==> src/rtl/muldiv_pkg.sv <==
// Shared types for the iterative multiply/divide unit: opcodes, FSM states, opcode helpers.
// Latency: n/a (declarations only).
// Backpressure: n/a.
package muldiv_pkg;

  typedef logic [1:0] op_t;

  localparam op_t OP_MULT  = 2'b00;
  localparam op_t OP_MULTU = 2'b01;
  localparam op_t OP_DIV   = 2'b10;
  localparam op_t OP_DIVU  = 2'b11;

  typedef enum logic [2:0] {
    IDLE = 3'd0,
    PREP = 3'd1,
    RUN  = 3'd2,
    FIX  = 3'd3,
    DONE = 3'd4
  } state_t;

  function automatic logic isDivOp(input op_t o);
    return (o == OP_DIV) || (o == OP_DIVU);
  endfunction

  function automatic logic isSignedOp(input op_t o);
    return (o == OP_MULT) || (o == OP_DIV);
  endfunction

endpackage

==> src/rtl/muldiv_if.sv <==
// Request/result bundle between the datapath and the multiply/divide unit.
// Latency: n/a (wires only).
// Backpressure: none; start is only honoured while the unit is not busy.
//   master: drives start/op/a/b/cancel, receives busy/done/div_by_zero/hi/lo
//   slave : the multiply/divide unit itself
interface muldiv_if #(
  parameter int WIDTH = 32
);
  import muldiv_pkg::*;

  logic             start;
  op_t              op;
  logic [WIDTH-1:0] a;
  logic [WIDTH-1:0] b;
  logic             cancel;
  logic             busy;
  logic             done;
  logic             div_by_zero;
  logic [WIDTH-1:0] hi;
  logic [WIDTH-1:0] lo;

  modport master (
    output start, op, a, b, cancel,
    input  busy, done, div_by_zero, hi, lo
  );

  modport slave (
    input  start, op, a, b, cancel,
    output busy, done, div_by_zero, hi, lo
  );

endinterface

==> src/rtl/muldiv_unit_div_step.sv <==
// One combinational restoring-division step: shift in a dividend bit, subtract divisor if it fits.
// Latency: 0 cycles (purely combinational).
// Backpressure: none.
//   remIn/divisor/dividendBit -> remOut (new partial remainder), quotBit (1 when subtracted)
module div_step #(
  parameter int WIDTH = 32
) (
  input  logic [WIDTH-1:0] remIn,
  input  logic [WIDTH-1:0] divisor,
  input  logic             dividendBit,
  output logic [WIDTH-1:0] remOut,
  output logic             quotBit
);

  logic [WIDTH:0] shifted;
  logic [WIDTH:0] trial;

  // remIn < divisor holds every step, so the shifted value needs one extra bit
  // and whichever remainder is kept fits back into WIDTH bits.
  assign shifted = {remIn, dividendBit};
  assign trial   = shifted - {1'b0, divisor};
  assign quotBit = (shifted >= {1'b0, divisor});
  assign remOut  = quotBit ? trial[WIDTH-1:0] : shifted[WIDTH-1:0];

endmodule

==> src/rtl/muldiv_unit.sv <==
// Iterative MULT/MULTU/DIV/DIVU unit producing HI/LO results, one bit per cycle.
// Latency: done WIDTH+3 cycles after start (2 cycles for divide by zero).
// Backpressure: start ignored while busy; cancel aborts with no done and no result update.
//   clock/reset : rising-edge clock, asynchronous active-low reset
//   bus (slave) : start/op/a/b/cancel in; busy/done/div_by_zero/hi/lo out
module muldiv_unit
  import muldiv_pkg::*;
#(
  parameter int WIDTH = 32
) (
  input logic     clock,
  input logic     reset,
  muldiv_if.slave bus
);

  localparam int CNT_W = $clog2(WIDTH + 1);

  state_t             state, stateNext;
  op_t                opReg;
  logic [WIDTH-1:0]   aReg, bReg, hiReg, loReg;
  logic [2*WIDTH-1:0] acc;
  logic [CNT_W-1:0]   count;
  logic               negQ, negR, doneReg, dbzReg;

  logic               divOp, signedOp, bZero, quotBit;
  logic [WIDTH-1:0]   aMag, bMag, remStep, quotFix, remFix;
  logic [WIDTH:0]     mulSum;
  logic [2*WIDTH-1:0] mulNext, divNext, prodFix;

  assign divOp    = isDivOp(opReg);
  assign signedOp = isSignedOp(opReg);
  assign bZero    = (bReg == '0);

  // aReg/bReg still hold the raw operands while in PREP.
  assign aMag = (signedOp && aReg[WIDTH-1]) ? -aReg : aReg;
  assign bMag = (signedOp && bReg[WIDTH-1]) ? -bReg : bReg;

  // Multiply: acc = {partial product, remaining multiplier bits}; add then shift right.
  assign mulSum  = {1'b0, acc[2*WIDTH-1:WIDTH]} + {1'b0, {WIDTH{acc[0]}} & bReg};
  assign mulNext = {mulSum, acc[WIDTH-1:1]};

  // Divide: acc = {partial remainder, dividend bits shifting out / quotient bits shifting in}.
  div_step #(.WIDTH(WIDTH)) step (
    .remIn      (acc[2*WIDTH-1:WIDTH]),
    .divisor    (bReg),
    .dividendBit(acc[WIDTH-1]),
    .remOut     (remStep),
    .quotBit    (quotBit)
  );
  assign divNext = {remStep, acc[WIDTH-2:0], quotBit};

  // Sign correction: remainder follows the dividend so the quotient truncates toward zero.
  assign prodFix = negQ ? -acc : acc;
  assign quotFix = negQ ? -acc[WIDTH-1:0] : acc[WIDTH-1:0];
  assign remFix  = negR ? -acc[2*WIDTH-1:WIDTH] : acc[2*WIDTH-1:WIDTH];

  always_ff @(posedge clock or negedge reset) begin
    if (!reset) state <= IDLE;
    else        state <= stateNext;
  end

  always_comb begin
    stateNext = state;
    case (state)
      IDLE, DONE: stateNext = bus.start ? PREP : IDLE;
      PREP: begin
        if (bus.cancel)          stateNext = IDLE;
        else if (divOp && bZero) stateNext = DONE;
        else                     stateNext = RUN;
      end
      RUN: begin
        if (bus.cancel)                 stateNext = IDLE;
        else if (count == CNT_W'(1))    stateNext = FIX;
      end
      FIX:     stateNext = bus.cancel ? IDLE : DONE;
      default: stateNext = IDLE;
    endcase
  end

  always_ff @(posedge clock or negedge reset) begin
    if (!reset) begin
      opReg   <= '0;
      aReg    <= '0;
      bReg    <= '0;
      acc     <= '0;
      count   <= '0;
      negQ    <= 1'b0;
      negR    <= 1'b0;
      hiReg   <= '0;
      loReg   <= '0;
      doneReg <= 1'b0;
      dbzReg  <= 1'b0;
    end else begin
      doneReg <= (stateNext == DONE);
      dbzReg  <= (state == PREP) && (stateNext == DONE);
      case (state)
        IDLE, DONE: begin
          if (bus.start) begin
            opReg <= bus.op;
            aReg  <= bus.a;
            bReg  <= bus.b;
          end
        end
        PREP: begin
          aReg  <= aMag;
          bReg  <= bMag;
          acc   <= {{WIDTH{1'b0}}, aMag};
          count <= CNT_W'(WIDTH);
          negQ  <= signedOp & (aReg[WIDTH-1] ^ bReg[WIDTH-1]);
          negR  <= signedOp & aReg[WIDTH-1];
          if (stateNext == DONE) begin
            hiReg <= aReg;
            loReg <= '1;
          end
        end
        RUN: begin
          count <= count - CNT_W'(1);
          acc   <= divOp ? divNext : mulNext;
        end
        FIX: begin
          if (stateNext == DONE) begin
            hiReg <= divOp ? remFix  : prodFix[2*WIDTH-1:WIDTH];
            loReg <= divOp ? quotFix : prodFix[WIDTH-1:0];
          end
        end
        default: ;
      endcase
    end
  end

  assign bus.busy        = (state == PREP) || (state == RUN) || (state == FIX);
  assign bus.done        = doneReg;
  assign bus.div_by_zero = dbzReg;
  assign bus.hi          = hiReg;
  assign bus.lo          = loReg;

endmodule

==> src/flat_wrapper.sv <==
// flat-port wrapper written by rule: the top's interface ports become plain ports
module muldiv_unit_flat import muldiv_pkg::*;
#(
  parameter int WIDTH = 32
)
  (clock, reset, bus_start, bus_op, bus_a, bus_b, bus_cancel, bus_busy, bus_done, bus_div_by_zero, bus_hi, bus_lo);
  muldiv_if #(.WIDTH(WIDTH)) bus_i ();
  input logic clock;
  input logic reset;
  input wire logic [$bits(bus_i.start)-1:0] bus_start;
  input wire logic [$bits(bus_i.op)-1:0] bus_op;
  input wire logic [$bits(bus_i.a)-1:0] bus_a;
  input wire logic [$bits(bus_i.b)-1:0] bus_b;
  input wire logic [$bits(bus_i.cancel)-1:0] bus_cancel;
  output wire logic [$bits(bus_i.busy)-1:0] bus_busy;
  output wire logic [$bits(bus_i.done)-1:0] bus_done;
  output wire logic [$bits(bus_i.div_by_zero)-1:0] bus_div_by_zero;
  output wire logic [$bits(bus_i.hi)-1:0] bus_hi;
  output wire logic [$bits(bus_i.lo)-1:0] bus_lo;
  assign bus_i.start = bus_start;
  assign bus_i.op = bus_op;
  assign bus_i.a = bus_a;
  assign bus_i.b = bus_b;
  assign bus_i.cancel = bus_cancel;
  assign bus_busy = bus_i.busy;
  assign bus_done = bus_i.done;
  assign bus_div_by_zero = bus_i.div_by_zero;
  assign bus_hi = bus_i.hi;
  assign bus_lo = bus_i.lo;
  muldiv_unit #(.WIDTH(WIDTH)) u_core (.clock(clock), .reset(reset), .bus(bus_i));
endmodule
==> config.mk <==
export PLATFORM = sky130hd
export DESIGN_NAME = muldiv_unit_flat
export DESIGN_NICKNAME = d
export VERILOG_FILES = /design/src/rtl/muldiv_pkg.sv /design/src/rtl/muldiv_if.sv /design/src/rtl/muldiv_unit_div_step.sv /design/src/rtl/muldiv_unit.sv /design/src/flat_wrapper.sv
export SDC_FILE = /design/constraint.sdc
export NUM_CORES = 1
export LEC_CHECK = 0
export ABC_CLOCK_PERIOD_IN_PS = 3200
export CAP_MARGIN = 10
export CELL_PAD_IN_SITES_DETAIL_PLACEMENT = 1
export CELL_PAD_IN_SITES_GLOBAL_PLACEMENT = 1
export CORE_MARGIN = 3
export CORE_UTILIZATION = 30
export CTS_BUF_LIST = sky130_fd_sc_hd__clkbuf_8
export DETAILED_ROUTE_END_ITERATION = 16
export PLACE_DENSITY_LB_ADDON = 0.3
export RECOVER_POWER = 25
export SLEW_MARGIN = 20
export SYNTH_ARGS = -nofsm -noshare
export SYNTH_HDL_FRONTEND = slang
export SYNTH_SLANG_ARGS = --single-unit
==> constraint.sdc <==
create_clock -name clock -period 3.2 [get_ports clock]
set_input_delay 0.32 -clock clock [delete_from_list [all_inputs] [get_ports clock]]
set_output_delay 0.32 -clock clock [all_outputs]
set_load 0.05 [all_outputs]
==> results_dict.tcl, run 1 <==
set metrics [dict create \
    tightest_slew_ns 1.61 \
    drc 0 \
    crit_path_end "u_core.acc[62]" \
    fmax_mhz 308 \
    critical_path.max_stage_delay_ns 0.40 \
    synth_mux_area_frac 0.0345 \
    p_total_mw 25.0 \
    period_minus_slack_ns 3.24 \
    synth.largest_area_cell "dfrtp_1" \
    design.die.area_um2 56400 \
    synth_top_area_frac 0.322 \
    grt.overflow.total 0 \
    post_synth_fa_ha_maj_area_fraction 0.0570 \
    grt_first_pass_wirelength_um 113000 \
    reg2reg_slack_ns -0.04 \
    dp_slack_ns -0.270 \
    synthCells 2018 \
    cp.arrival_ns 3.71 \
    worstRegToRegCells 16 \
    timing.rr.start "u_core.bReg[0]" \
    synth_xor_area_frac 0.0801 \
    finalInstanceArea_um2 22000 \
    yosysWarnings 0 \
    wire_per_inst_um 24.4 \
    initial_utilization 0.305 \
    crit_start "u_core.bReg[0]" \
    setup_violations 2 \
    synthSimpleGateAreaFrac 0.193 \
    clock-sinks 207 \
    tritoncts "yes" \
    worstHoldStart "bus_op[0]" \
    grtUsageTotal 0.259 \
    die_y_um 238 \
    synth-compound-area-share 0.259 \
    status "finished with violations" \
    worstSetupPathDepth 16 \
    die_w_um 238 \
    path_cells "buf_6, ha_4, inv_4, fa_2, a21oi_2, o211ai_1, buf_4, a311oi_2, buf_4, o2111ai_2, a41o_1, a221oi_2, xor2_1, nor2_2, a21oi_2, o21ai_1" \
    p_leak_nw 9.70 \
    clock_latency_ns 0.63 \
    ys_ff_latch 207 \
    period_share 1.01 \
    synthTopCellsByArea "dfrtp_1, a21oi_1, ha_1, o21ai_0, nor2_1" \
    syn2layout_area_growth_pct 37.1 \
    vias_per_cell 5.64 \
    first_pass_iters 5 \
    nets 2544 \
    cts_htree_levels 2 \
    cts_buffer_depth 3 \
    num_vias 17600 \
    max-cap-violations 1 \
    cp_slowest_cell "fa_2" \
    core-area_um2 52800 \
    end_kind "register" \
    numCtsBuffers 41 \
    ys_seq_area_frac 0.322 \
    port_buffers 136 \
    fin_skew_ns 0.0337 \
    violations "capacitance limit, slew limit, setup timing" \
    worstHoldPathType "input port to register" \
    cp_num_buf_inv 4 \
    vdd_drop_max_mv 0.505 \
    drive_above_1_share 0.244 \
    syn-num-nets 2160 \
    finalMaxSlewViolations 59 \
    synth_cell_types 84 \
    synth_top_family_by_area "compound AO/OA/AOI/OAI gates" \
    dp_hpwl_um 58300 \
    nFillCells 6306 \
    setup_ws_ns -0.0432 \
    grt_max_degree 111 \
    synth-edff-count 0 \
    drtIter0Drc 1161 \
    ios 137 \
    critPathTopFamily "compound AO/OA/AOI/OAI gates" \
    startpoint_type "register" \
    synth_area_um2 16100 \
    relSlewSlack -0.0765 \
    crit_type "register to register" \
    antenna_found_initial 1 \
    grt_pass1_vias 18100 \
    cts_root_buffer "clkbuf_8" \
    dpl_cell_area_um2 20200 \
    synth.avg_cell_area_um2 7.97 \
    rows 84 \
    rsz0062_at_grt "true" \
    clk_pin_slew_ns 0.06 \
    final_util 0.418 \
    async_reset_ff_frac 1.00 \
    ant_nets 0 \
    gp_congestion 0.959 \
    r2r-end "u_core.acc[62]" \
    synth_ff_type "dfrtp_1" \
    routed_wl_um 76000 \
    p_per_area_nw_per_um2 1130 \
    required_ns 3.67 \
    crit_fanout 3 \
    finalHoldViolations 0 \
]
==> cells by family (layout without fill, tap and decap cells) <==
| logic type | after synthesis | in the layout |
|---|---|---|
| AOI/OAI and AO/OA | 668 | 668 |
| and+or+nand+nor | 656 | 656 |
| buffers and inverters | 214 | 628 |
| DFF | 207 | 207 |
| xor gates and xnor gates | 147 | 147 |
| adders and majority gates | 72 | 72 |
| muxes | 54 | 54 |
| other | 0 | 1 |
==> flip-flops by register name (all words and copies together), names as in the netlist, 2 cells and up <==
register       flops
u_core.acc        64
u_core.aReg       32
u_core.bReg       32
u_core.bus.hi     32
u_core.bus.lo     32
u_core.count       6
u_core.state       3
u_core.opReg       2
==> report_power, final <==
group / internal, mW / switching (mW) / total (mW)
registers: 3.69 / 1.35 / 5.05
logic: 7.17 / 9.97 / 17.1
clock network: 1.46 / 1.35 / 2.81
==> how the worst min path moves through the flow <==
stage          slack [ns]  depth (start not counted)         endpoint
6_report             0.23                          3  u_core.opReg[0]
5_1_grt              0.23                          3  u_core.opReg[0]
3_5_place_dp         0.29                          1  u_core.bus.done
3_3_place_gp         0.30                          1  u_core.bus.done
4_1_cts              0.20                          3  u_core.opReg[0]
2_1_floorplan        0.02                          0   u_core.aReg[0]
==> area by class of cell <==
cell class / instances / area [µm²] / area share
Clock buffer: 52 / 716 / 0.0325
Clock inverter: 21 / 98.8 / 0.00448
Inverter: 67 / 268 / 0.0121
Multi-Input combinational cell: 1597 / 10800 / 0.488
Tap cell: 688 / 861 / 0.0390
Antenna cell: 1 / 2.50 / 0.000113
Sequential cell: 207 / 5190 / 0.235
Timing Repair Buffer: 488 / 4150 / 0.188
==> cell usage in the layout, fill, tap and decap left out, types with 50 or more instances in the layout <==
cell type,Yosys,layout
nand2_1,190,187
o21ai_0,163,148
dfrtp_1,207,200
xnor2_1,70,68
ha_1,70,50
clkdlybuf4s50_1,0,135
buf_4,2,329
inv_1,64,55
a31oi_1,57,55
xor2_1,77,73
a21oi_1,177,155
clkbuf_8,0,52
nor2_1,204,195
==> Yosys cell counts (12+ instances only) <==
master / n
dfrtp_1: 207
nor2_1: 204
nand2_1: 190
a21oi_1: 177
o21ai_0: 163
clkbuf_1: 115
xor2_1: 77
ha_1: 70
xnor2_1: 70
inv_1: 64
a31oi_1: 57
nor3_1: 51
nand3_1: 50
mux2i_1: 43
a21o_1: 39
o22ai_1: 33
or3_1: 23
a211oi_1: 21
nor4_1: 21
nand4_1: 20
o31ai_1: 20
a22oi_1: 19
o211ai_1: 18
nor2b_1: 17
and3_1: 16
o21ai_1: 14
buf_1: 13
nand2b_1: 13
or4_1: 13
a311oi_1: 12
and2_1: 12
==> per-stage QoR <==
| step | cells | hold WS, ns | setup TNS (ns) |
|---|---|---|---|
| 4_1_cts | 3096 | 0.201 | -0.0803 |
| 3_5_place_dp | 3013 | 0.295 | -1.96 |
| 5_1_grt | 3121 | 0.226 | -1.26 |
| 6_report | 3121 | 0.232 | -0.0665 |
| 3_3_place_gp | 3013 | 0.298 | -0.979 |
| 2_1_floorplan | 2018 | 0.0244 | 0 |
==> layer usage <==
metal / GRT usage / up-vias / part of all wire
li1: - / 8086 / -
met1: 0.326 / 8882 / 0.42
met2: 0.454 / 477 / 0.49
met3: 0.0295 / 153 / 0.045
met4: 0.104 / 0 / 0.048
met5: 0 / - / 0
==> repair_timing <==
action | in CTS | in global routing
endpoints found under the hold margin | 54 | 0
hold buffers | 1 | 0
gates cloned | 0 | 1
pin swaps | 33 | 57
buffers inserted | 9 | 25
gates resized for setup | 68 | 122
setup endpoints to repair | 76 | 54
==> tightest hold or removal path, delay by kind of cell <==
| kind | cells | cell delay [ns] |
|---|---|---|
| buffers and inverters | 1 | 0.40 |
| AND/OR/NAND/NOR | 2 | 0.10 |
(Power assumes the default switching activity.)
==> inputs of run 2 (changes only) <==
Settings changed: ABC_AREA set to 1, CAP_MARGIN 10 to not set, RECOVER_POWER 25 to 50.
==> run 2 against run 1 <==
Effect of this change:
- the run ends with capacitance limit, slew limit left
- clock power up 6%
- fmax up 2.7%
- synthesized area up 17%
- non-clock buffer count down 246
- final cell count up 35%
- first-iteration DRC count up 56%
- critical endpoint is now u_core.acc[59]
- highest routed layer unchanged
==> results_dict.tcl, run 2 <==
set metrics [dict create \
    path_cells "buf_4, ha_1, inv_1, fa_1, o21bai_1, nand2_1, nand3_1, nand2_1, nand2_1, nand2_1, nand3_1, nand2_1, inv_1, nand2_1, nand2_1" \
    synth-edff-count 0 \
    seqCellArea_um2 5180 \
    cts_htree_levels 2 \
    critical_path.max_stage_delay_ns 0.71 \
    required_ns 3.75 \
    worstRegToRegCells 15 \
    die_y_um 257 \
    worstHoldPathType "input port to register" \
    largest-register "u_core.acc" \
    finalInstanceArea_um2 22600 \
    drc 0 \
    status "finished with violations" \
    cp_slowest_cell "dfrtp_1" \
    core-area_um2 62100 \
    yosysWarnings 0 \
    cts_buffer_depth 3 \
    dp_hpwl_um 75400 \
    wire_per_inst_um 22.4 \
    violations "capacitance limit, slew limit" \
    multi_input_area_um2 11600 \
    setup_tns_ns 0 \
    synth_cell_types 51 \
    synthTopCellsByArea "dfrtp_1, nand2_1, inv_1, nand3_1, nor2_1" \
    nFillCells 8313 \
    postCtsSetupBuffers 0 \
    p_leak_nw 11.5 \
    setup_violations 0 \
    ys_seq_area_frac 0.274 \
    layout_common_cells "nand2_1, inv_1, nor2_1" \
    synth.most_common_cell "nand2_1" \
    ios 137 \
    synth.avg_cell_area_um2 5.98 \
    synth.largest_area_cell "dfrtp_1" \
    final_common_cell "nand2_1" \
    fin_skew_ns 0.0428 \
    hold_ws_ns 0.343 \
    startpoint_type "register" \
    period_share 0.987 \
    drive_above_1_share 0.0656 \
    grt.overflow.total 0 \
    tightest_slew_ns 2.06 \
    grt_max_degree 71 \
    fmax_mhz 317 \
    initial_utilization 0.304 \
    synthCells 3161 \
    port_buffers 136 \
    synth_top_area_frac 0.274 \
    finalHoldViolations 0 \
    dpl_cell_area_um2 21700 \
    grtUsageTotal 0.278 \
    crit_fanout 8 \
    syn-num-nets 3303 \
    synth_ff_type "dfrtp_1" \
    clk_pin_slew_ns 0.07 \
    numCtsBuffers 42 \
    antenna_found_initial 3 \
    rows 91 \
    p_per_area_nw_per_um2 1200 \
    crit_path_frequent_cell "nand2_1" \
    ant_nets 0 \
    vdd_drop_max_mv 0.701 \
    dp_slack_ns 0.0496 \
    largest_reg_flops 64 \
    syn2layout_area_growth_pct 19.4 \
    routed_wl_um 94300 \
    finalMaxSlewViolations 70 \
    post_layout_nonfiller_instances 4210 \
    setup_ws_ns 0.0419 \
    hold-path-cell-count 3 \
    relSlewSlack -0.375 \
    design.die.area_um2 66000 \
    end_kind "register" \
    place_inst 4131 \
    clock-sinks 207 \
    num_vias 22400 \
    drtIter0Drc 1808 \
    grt_pass1_vias 22200 \
    clock_latency_ns 0.64 \
    async_reset_ff_frac 1.00 \
    vias_per_cell 5.32 \
    cts_root_buffer "clkbuf_8" \
    grt_first_pass_wirelength_um 141000 \
    ys_ff_latch 207 \
    synthTopCellsByCount "nand2_1, inv_1, nor2_1" \
    nets 3481 \
    first_pass_iters 5 \
    die_w_um 257 \
    max-cap-violations 1 \
    crit_type "register to register" \
    period_minus_slack_ns 3.16 \
    synth_area_um2 18900 \
    tritoncts "yes" \
    cp.arrival_ns 3.71 \
    gp_congestion 0.968 \
]
run 2: worst max-delay path, delay by kind of cell (launching register included):
family                   cells  cell delay, ns
adder cells (fa/ha/maj)      2            0.60
AO/OA/AOI/OAI                1            0.29
buffers and inverters        3            0.46
AND/OR/NAND/NOR              9            1.00
flip-flops                   1            0.71
run 2: power by group:
part | internal, mW | total, mW | switching, mW
sequential | 3.81 | 5.25 | 1.43
clock | 1.56 | 2.99 | 1.43
combinational | 5.63 | 18.8 | 13.2
total | 11.0 | 27.0 | 16.0
run 2: final cells by class:
type                    instances  share of cell area
flip-flops and latches        207               0.230
well taps                     837              0.0464
multi-input cells            2414               0.516
inverters                     432              0.0720
diodes                          3            0.000333
clock inverters                23             0.00627
repair buffers                242              0.0975
clock buffers                  52              0.0317
run 2: final timing paths:
kind,slack (ns),endpoint,startpoint
setup / recovery,0.04,u_core.acc[59],u_core.acc[32]
hold / removal,0.34,u_core.aReg[6],bus_a[6]
setup reg to reg,0.04,u_core.acc[59],u_core.acc[32]
hold reg to reg,0.48,u_core.bus.hi[9],u_core.bus.hi[9]
max in group asynchronous,0.49,u_core.bus.lo[1],reset
min in group asynchronous,0.80,u_core.bus.lo[31],reset
run 2: layer usage:
metal,GRT usage,part of all wire,vias to the layer above
li1,-,-,10600
met1,0.362,0.43,10800
met2,0.450,0.45,751
met3,0.0480,0.066,202
met4,0.132,0.053,0
met5,0,0,-
run 2: cells by family (layout without fill, tap and decap cells):
kind of cell | after synthesis | in the layout | synth area share
adders and majority gates | 72 | 72 | 0.0485
DFF | 207 | 207 | 0.274
other | 0 | 3 | 0
and+or+nand+nor | 1786 | 1786 | 0.396
xor gates and xnor gates | 31 | 31 | 0.0144
AOI/OAI and AO/OA | 525 | 525 | 0.155
buffers and inverters | 540 | 749 | 0.111
run 2: through the flow:
stage	utilization	power, mW
after floorplan	-	16.4
after global placement	0.350	23.5
after detailed placement	0.350	23.7
after CTS	0.364	26.8
after global routing	0.363	29.1
final	0.363	27.0
run 2: repair_timing:
item | in CTS | in global routing
setup endpoints to repair | 1 | 18
pin swaps | 0 | 0
resized for setup | 1 | 3
hold buffers | 1 | 0
hold endpoints to repair | 67 | 0
